## src/rtl/trace_pkg.sv

```systemverilog
// Shared types for the retire trace capture block: record kinds, the trace
// record layout, and the kind classification helper.
package trace_pkg;

  localparam int TRACE_DEPTH = 16;
  localparam int TRACE_CNT_W = 32;

  typedef enum logic [2:0] {
    NOP       = 3'd0,
    ALU       = 3'd1,
    LOAD      = 3'd2,
    STORE     = 3'd3,
    STORE_REG = 3'd4
  } kind_t;

  typedef struct packed {
    logic [TRACE_CNT_W-1:0] inum;
    logic [TRACE_CNT_W-1:0] cycle;
    logic [31:0]            pc;
    logic [31:0]            instr;
    kind_t                  kind;
    logic [4:0]             rd;
    logic [31:0]            wdata;
    logic [31:0]            addr;
    logic [31:0]            mdata;
  } entry_t;

  // A read without a register write has no architectural effect to trace.
  function automatic kind_t classify(input logic reg_write, input logic mem_read,
                                     input logic mem_write);
    if (reg_write && mem_write)     return STORE_REG;
    else if (reg_write && mem_read) return LOAD;
    else if (reg_write)             return ALU;
    else if (mem_write)             return STORE;
    else                            return NOP;
  endfunction

endpackage

```

## src/rtl/trace_fifo.sv

```systemverilog
// Synchronous first-word-fall-through FIFO of trace records with occupancy
// output; storage is not reset, the head is masked to zero while empty.
module trace_fifo
  import trace_pkg::*;
#(
  parameter int DEPTH = TRACE_DEPTH,
  localparam int LW   = $clog2(DEPTH) + 1
) (
  input  logic          clk,
  input  logic          rst_n,
  input  logic          clr,
  input  logic          push,
  input  entry_t        push_data,
  input  logic          pop,
  output entry_t        head,
  output logic          valid,
  output logic          full,
  output logic [LW-1:0] level
);

  localparam int AW = $clog2(DEPTH);

  entry_t        mem [DEPTH];
  logic [AW-1:0] wptr;
  logic [AW-1:0] rptr;
  logic [LW-1:0] count;
  logic          do_push;
  logic          do_pop;

  assign valid   = (count != '0);
  assign full    = (count == LW'(DEPTH));
  assign do_pop  = pop && valid && !clr;
  assign do_push = push && !clr && (!full || do_pop);

  always_ff @(posedge clk or negedge rst_n) begin
    if (!rst_n) begin
      wptr  <= '0;
      rptr  <= '0;
      count <= '0;
    end else if (clr) begin
      wptr  <= '0;
      rptr  <= '0;
      count <= '0;
    end else begin
      if (do_push) wptr <= wptr + AW'(1);
      if (do_pop)  rptr <= rptr + AW'(1);
      case ({do_push, do_pop})
        2'b10:   count <= count + LW'(1);
        2'b01:   count <= count - LW'(1);
        default: count <= count;
      endcase
    end
  end

  always_ff @(posedge clk) begin
    if (do_push) mem[wptr] <= push_data;
  end

  assign head  = valid ? mem[rptr] : '0;
  assign level = count;

endmodule

```

## src/rtl/retire_trace_capture.sv

```systemverilog
// Captures one record per retired instruction into a FWFT trace FIFO, with
// free-running cycle/instruction stamps and sticky overflow / drop counting.
module retire_trace_capture
  import trace_pkg::*;
#(
  parameter int DEPTH = TRACE_DEPTH,
  parameter int CNT_W = TRACE_CNT_W
) (
  input  logic                   clk,
  input  logic                   rst_n,
  input  logic                   trace_en,
  input  logic                   clr,
  input  logic                   retire_valid,
  input  logic [31:0]            pc,
  input  logic [31:0]            instr,
  input  logic                   reg_write,
  input  logic [4:0]             rd,
  input  logic [31:0]            wdata,
  input  logic                   mem_read,
  input  logic                   mem_write,
  input  logic [31:0]            mem_addr,
  input  logic [31:0]            mem_wdata,
  output logic                   trc_valid,
  input  logic                   trc_ready,
  output entry_t                 trc_entry,
  output logic [$clog2(DEPTH):0] level,
  output logic                   overflow,
  output logic [15:0]            drop_cnt
);

  logic [CNT_W-1:0] cycle_q;
  logic [CNT_W-1:0] inum_q;
  entry_t           rec_p0;
  kind_t            kind_p0;
  logic             push_p0;
  logic             full;
  logic             drop_p0;

  assign kind_p0 = classify(reg_write, mem_read, mem_write);
  assign push_p0 = retire_valid && trace_en && !clr;
  // A full FIFO still accepts the record when the head leaves this same cycle.
  assign drop_p0 = push_p0 && full && !(trc_valid && trc_ready);

  always_comb begin
    rec_p0       = '0;
    rec_p0.inum  = TRACE_CNT_W'(inum_q);
    rec_p0.cycle = TRACE_CNT_W'(cycle_q);
    rec_p0.pc    = pc;
    rec_p0.instr = instr;
    rec_p0.kind  = kind_p0;
    if (kind_p0 == ALU || kind_p0 == LOAD || kind_p0 == STORE_REG) begin
      rec_p0.rd    = rd;
      rec_p0.wdata = wdata;
    end
    if (kind_p0 == LOAD || kind_p0 == STORE || kind_p0 == STORE_REG) begin
      rec_p0.addr = mem_addr;
    end
    if (kind_p0 == STORE || kind_p0 == STORE_REG) begin
      rec_p0.mdata = mem_wdata;
    end
  end

  // ---- capture stage: stamps, flags and FIFO write happen on this edge ----
  always_ff @(posedge clk or negedge rst_n) begin
    if (!rst_n) begin
      cycle_q  <= '0;
      inum_q   <= '0;
      overflow <= 1'b0;
      drop_cnt <= '0;
    end else begin
      cycle_q <= cycle_q + CNT_W'(1);
      if (retire_valid) inum_q <= inum_q + CNT_W'(1);
      if (clr) begin
        overflow <= 1'b0;
        drop_cnt <= '0;
      end else if (drop_p0) begin
        overflow <= 1'b1;
        if (drop_cnt != 16'hFFFF) drop_cnt <= drop_cnt + 16'd1;
      end
    end
  end

  trace_fifo #(.DEPTH(DEPTH)) u_fifo (
    .clk      (clk),
    .rst_n    (rst_n),
    .clr      (clr),
    .push     (push_p0),
    .push_data(rec_p0),
    .pop      (trc_ready),
    .head     (trc_entry),
    .valid    (trc_valid),
    .full     (full),
    .level    (level)
  );

endmodule

```

## config.mk

```make
export PLATFORM = sky130hd
export DESIGN_NAME = retire_trace_capture
export DESIGN_NICKNAME = d
export VERILOG_FILES = /design/src/rtl/trace_pkg.sv /design/src/rtl/trace_fifo.sv /design/src/rtl/retire_trace_capture.sv
export SDC_FILE = /design/constraint.sdc
export NUM_CORES = 2
export LEC_CHECK = 0
export ABC_CLOCK_PERIOD_IN_PS = 23900
export BUFFER_PORTS_ARGS = -buffer_cell sky130_fd_sc_hd__buf_4
export CAP_MARGIN = 20
export CELL_PAD_IN_SITES_DETAIL_PLACEMENT = 1
export CELL_PAD_IN_SITES_GLOBAL_PLACEMENT = 2
export CORE_MARGIN = 1.5
export CORE_UTILIZATION = 52
export CTS_BUF_LIST = sky130_fd_sc_hd__clkbuf_8
export CTS_CLUSTER_DIAMETER = 100
export DETAILED_ROUTE_END_ITERATION = 7
export HOLD_SLACK_MARGIN = 0.1
export PLACE_DENSITY_LB_ADDON = 0.2
export SYNTH_ARGS = -nofsm -noshare
export SYNTH_HDL_FRONTEND = slang
export SYNTH_SLANG_ARGS = --single-unit
```

## constraint.sdc

```tcl
create_clock -name clk -period 23.9 [get_ports clk]
set_input_delay 4.78 -clock clk [delete_from_list [all_inputs] [get_ports clk]]
set_output_delay 4.78 -clock clk [all_outputs]
set_load 0.01 [all_outputs]
```

### After elaboration in Yosys (flattened, before gate mapping)

Memory sizes are Yosys's and may differ from the RTL's.
Index checks and enable logic that the tools add are counted.

| operators by class | value |
|---|---|
| reductions and logical operators | 26 |
| equal/unequal tests | 8 |
| $add $sub $neg | 7 |
| mux-type cells | 21 |

Operators with widths:

| operator | number |
|---|---|
| $mux W232 | 1 |
| $add A32 B1 Y32 const B | 2 |
| $mux W32 | 2 |
| $mux W16 | 3 |
| $mux W37 | 1 |
| $add A16 B1 Y16 const B | 1 |
| $mux W4 | 4 |
| $ne A16 B16 Y1 const B | 1 |
| $logic_and A1 B1 Y1 | 10 |
| $pmux W5 S2 | 1 |
| $add A4 B1 Y4 const B | 2 |
| $reduce_bool A2 Y1 | 4 |
| $eq A3 B2 Y1 const B | 2 |
| $logic_or A1 B1 Y1 | 6 |
| $mux W2 | 3 |
| $add A5 B1 Y5 const B | 1 |
| $eq A5 B5 Y1 const B | 1 |
| $mux W5 | 1 |
| $reduce_bool A5 Y1 | 1 |
| $sub A5 B1 Y5 const B | 1 |
| $mux W1 | 4 |
| $eq A3 B1 Y1 const B | 1 |
| $eq A3 B3 Y1 const B | 1 |
| $logic_not A1 Y1 | 3 |
| 5 further kinds | 5 |

| storage, ports and cells | value |
|---|---|
| bits in writable memories | 3712 |
| bits in registers | 94 |
| output and inout bits | 255 |
| memories | 1 |

Memory list:

| name | words | bits a word | rd ports | clocked after Yosys merged registers in | wr ports | line | text |
|---|---|---|---|---|---|---|---|
| u_fifo.mem | 16 | 232 | 1 | 0 | 1 | trace_fifo.sv:23 | `entry_t mem [DEPTH];` |

### Longest topological paths before layout

| depth | value |
|---|---|
| word-level depth | 8 |
| gate-level depth with buffers | 12 |

### Cells and area by module

From an unflattened synthesis, not the netlist that was laid out.

| unflattened totals | value |
|---|---|
| cell total of the unflattened synthesis | 6248 |
| area total of the unflattened synthesis | 144966.5 um^2 |

By module, submodules not included:

| module | area an instance (um^2) | cells each | instances | sequential area each (um^2) |
|---|---|---|---|---|
| trace_fifo | 140385.9 | 5774 | 1 | 111792.2 |
| retire_trace_capture | 4580.6 | 474 | 1 | 2026.9 |

### Least setup slack after synthesis

No wires, ideal clock.

| timing | value |
|---|---|
| path kind | input-to-reg |
| start point | input retire_valid |
| end point | memory u_fifo.mem[4][0] (netlist name), enable pin |
| required time | 22.791 ns |
| slack | 1.329 ns |
| setup time | 1.109 ns |
| cell stages on the path | 6 |
| arrival | 21.463 ns |
| cells stage by stage | clkbuf_1 > nand2_1 > a21oi_1 > nor2b_1 > nand2_1 > nor3_1 |

| on the way | value |
|---|---|
| cells in the longest elaborated chain, start to end | 6 |

RTL lines:

| what | line | text |
|---|---|---|
| from (decl) | retire_trace_capture.sv:13 | `input logic retire_valid,` |
| $logic_and A1 B1 Y1 (2 in series) | retire_trace_capture.sv:40 | `assign push_p0 = retire_valid && trace_en && !clr;` |
| $logic_and A1 B1 Y1 (2 in series) | trace_fifo.sv:33 | `assign do_push = push && !clr && (!full \|\| do_pop);` |
| $mux W1 | trace_fifo.sv:56 | `if (do_push) mem[wptr] <= push_data;` |
| $mux W1 (not written as such) | trace_fifo.sv:56 |  |
| to (decl) | trace_fifo.sv:23 |  |

Every way passes these cells.

==> key figures <==
Status
  – Status: completed

Cells and area
  – Final core occ: roughly 59%
  – Commonest non-fill, non-tap cells in the layout: edfxtp_1, mux4_2, clkbuf_8
  – Share of cells above drive strength 1: between 20 and 30%
  – Leading cell type in the layout, fill and taps excluded: edfxtp_1
  – Final net count: between 7000 and 8000
  – Area Growth Syn to Fin: 13.0%
  – Non-filler cells, final: around 11000

Timing
  – Setup TNS: 0 ps
  – Pins Over Slew Limit: 0
  – Period utilization: roughly half
  – Final Hold Violating Endpoints: 0
  – Tightest Pin Transition: ~1200 ps
  – Clock skew: approximately 46 ps
  – Max transition margin: between 10% and 20%
  – Max Clock Freq: 85.7 MHz
  – Final min period: roughly 12000 ps
  – Unrepaired setup endpoints after global routing: no
  – Setup-failing EPs final: 0

Global routing
  – Vias in the first global route: 75500
  – Largest net degree at the start of global routing: approximately 170
  – GRT Residual Overflow: 0
  – GRT Util Overall: around 26%
  – First-pass GRT wire length: about 520000 µm
  – Initial antenna violation count: 18

Place
  – Routability Congestion: roughly 0.73
  – # port buffers: about 430
  – Dpl cells: between 10000 and 15000
  – Hpwl dp: approximately 180000 µm

Pwr
  – Power share of the sequential group: around 48%
  – Switching portion of total power: ~28%
  – VDD IR max: slightly above 90 µV
  – Leakage power: 50.9 nW
  – Clock network fraction of total power: between 30% and 40%
  – Switching Power: ~0.0043 W
  – Pwr Density: 95.1 mW/mm²
  – Logic pwr share: 19.8%
  – Internal power: about 0.011 W

Yosys
  – Synth Area in Compound Gates: between 1 and 1.5%
  – Ys async rst share: about 2.5%
  – Main combinational cell family by area after synthesis: multiplexers
  – Syn Area/Cell: approximately 23 µm²
  – EDFF count, synth: approximately 3700
  – Post-Synthesis Cell Area: around 0.15 mm²
  – Multiplexer area fraction after synthesis: between 10% and 20%
  – Synth unique cells: 43
  – Yosys warning total: 0
  – Adder-Cell Fraction of Synth Area: 0.109%
  – Post-synth top flop: edfxtp_1
  – Cells after synthesis: around 6200
  – Mapped Nets: 6400
  – Sequential fraction of the synthesis area: between 70 and 80%
  – Seq cells post-synth: ~3800
  – Post-synthesis xor/xnor area fraction: 0.489%
  – Synth Area in Simple Gates: 1.22%

Detailed routing
  – DR vias: 69200
  – Post-DRT Antenna Nets: 0
  – Drt drc: 0
  – Routed wire length: 361000 µm
  – Routed length per instance: between 30 and 40 µm
  – 1st-iter DRT viols: roughly 6400
  – Routed vias/inst: between 6 and 7
  – Pre-Repair DR Iteration Count: 5

Critical path
  – Crit path capture type: primary output
  – Flop-to-flop setup slack: about 18000 ps
  – Setup CP Type: register to primary output
  – CP top delay family: buffers and inverters
  – Reg-to-reg endpoint: u_fifo.mem[13][78]
  – RR Startpoint: u_fifo.level[4]
  – Cells on worst reg2reg path: 9
  – CP Launch Type: register
  – Critical-path top delay cell: buf_4
  – Worst Setup SP: u_fifo.level[1]
  – CP Max Fanout: 48
  – Cell count along the critical path: 10
  – Setup crit end: trc_entry[103]
  – CP most frequent cell: buf_4
  – Critical Path RT: roughly 19000 ps
  – Slowest stage delay, CP: slightly above 900 ps
  – Critical path arrival: 6880 ps
  – CP Cell Sequence: or4_4 > nor2_1 > inv_1 > nand2_4 > buf_4 > buf_4 > buf_4 > buf_4 > o22ai_1 > buf_4
  – WP buf/inv: 6

Floorplanning
  – DIE AREA: roughly 0.28 mm²
  – Die Wd: between 500 and 600 µm
  – Starting density of the core: a little over half
  – Rows: ~190
  – Core area: between 0.2 and 0.3 mm²
  – # IOs: around 430
  – Die height: 531 µm

Clocking
  – Clock Latency Late Sink: ~1200 ps
  – Post-CTS Setup Inserts: 0
  – Cts hold-fix bufs: 0
  – H-tree depth: 6
  – CTS tree: done
  – Post-cts sizing count: 0
  – CTS Buf Count: between 600 and 700
  – Clk buf depth: 4
  – Root buf cell: clkbuf_8
  – Clock transition at path regs: 60 ps
  – # clock sinks: 3806

Min path
  – Tightest Hold Check Type: register to register

Flow run
  – Max_cap viols: 0
==> per-layer routing <==
metal | wire length [µm] | vias to the layer above | part of all wire [%] | global-route usage, %
li1 | - | 28200 | - | -
met3 | 23000 | 500 | 6.4 | 4.26
met4 | 7680 | 14 | 2.1 | 6.76
met2 | 177000 | 2443 | 49 | 41.2
met5 | 80 | - | 0.022 | 0
met1 | 154000 | 38000 | 43 | 37.2
==> final cells by class <==
cell class              instances  area, µm²
flip-flops and latches       3806     114000
fillers                     23000     113000
multi-input cells            2066      29900
clock buffers                 639       8790
well taps                    3705       4640
repair buffers                569       4480
clock inverters               448       2120
inverters                      15       56.3
diodes                          6       15.0
==> power groups by stage <==
| stage | clock network (W) | logic [W] | registers [W] |
|---|---|---|---|
| after CTS | 0.00519 | 0.00313 | 0.00743 |
| after global placement | 0 | 0.00309 | 0.00756 |
| after floorplan | 0 | 0.00193 | 0.00754 |
| after global routing | 0.00545 | 0.00328 | 0.00743 |
| after detailed placement | 0 | 0.00312 | 0.00757 |
| final | 0.00507 | 0.00308 | 0.00743 |
==> tightest hold or removal path, cell delays in order (launching register included) <==
cell and delay, ps:
dfrtp_1 380, inv_1 60, a21oi_1 50
==> cell usage after synthesis, types with 2 or more instances <==
| master | number | area share [%] |
|---|---|---|
| xor2_1 | 22 | 0.13 |
| nor3b_1 | 4 | 0.021 |
| mux4_2 | 928 | 14 |
| ha_1 | 11 | 0.095 |
| inv_1 | 15 | 0.039 |
| mux2i_1 | 468 | 3.2 |
| nand2_1 | 37 | 0.096 |
| edfxtp_1 | 3712 | 77 |
| or3_1 | 3 | 0.013 |
| buf_1 | 53 | 0.14 |
| nand4_1 | 15 | 0.065 |
| buf_2 | 105 | 0.36 |
| clkbuf_1 | 169 | 0.44 |
| a21oi_1 | 10 | 0.035 |
| xnor2_1 | 59 | 0.36 |
| and2_1 | 80 | 0.35 |
| and4_1 | 5 | 0.030 |
| or2_2 | 5 | 0.022 |
| o22ai_1 | 232 | 1.0 |
| nor2b_1 | 36 | 0.16 |
| nand2b_1 | 6 | 0.026 |
| nand3_1 | 38 | 0.13 |
| and3_1 | 15 | 0.065 |
| or4_4 | 2 | 0.016 |
| nor4_1 | 6 | 0.026 |
| dfrtp_1 | 94 | 1.6 |
| o21ai_0 | 3 | 0.010 |
| nor3_1 | 18 | 0.062 |
| nor2_1 | 49 | 0.13 |
==> logic make-up (layout without fill, tap and decap cells) <==
| logic type | after synthesis | after routing |
|---|---|---|
| other | 0 | 6 |
| xor gates and xnor gates | 81 | 81 |
| buffers and inverters | 342 | 1671 |
| AOI/OAI and AO/OA | 251 | 251 |
| DFF | 3806 | 3806 |
| and+or+nand+nor | 324 | 324 |
| adders and majority gates | 12 | 12 |
| muxes | 1398 | 1398 |
==> worst min path at each step <==
stage	from	endpoint	depth (start not counted)	slack (ps)
2_1_floorplan	u_fifo.rptr[2]	u_fifo.rptr[2]	2	540
3_3_place_gp	overflow	overflow	2	510
3_5_place_dp	overflow	overflow	2	530
4_1_cts	overflow	overflow	2	540
5_1_grt	overflow	overflow	2	590
6_report	overflow	overflow	2	530
==> per-stage QoR <==
step                      area (µm²)  hold WS, ps  setup slack (ps)  total power [W]
after global placement        153000          509             12980           0.0106
after floorplan               145000          537              1330          0.00947
after CTS                     164000          536             11660           0.0158
final                         164000          533             12240           0.0156
after global routing          164000          591             11910           0.0162
after detailed placement      153000          527             12980           0.0107
==> registers in the layout, summed over array words and instances (netlist names) <==
signal,count
cycle_q,32
drop_cnt,16
inum_q,32
overflow,1
u_fifo.level,5
u_fifo.mem,3712
u_fifo.rptr,4
u_fifo.wptr,4
(Power assumes the default switching activity.)
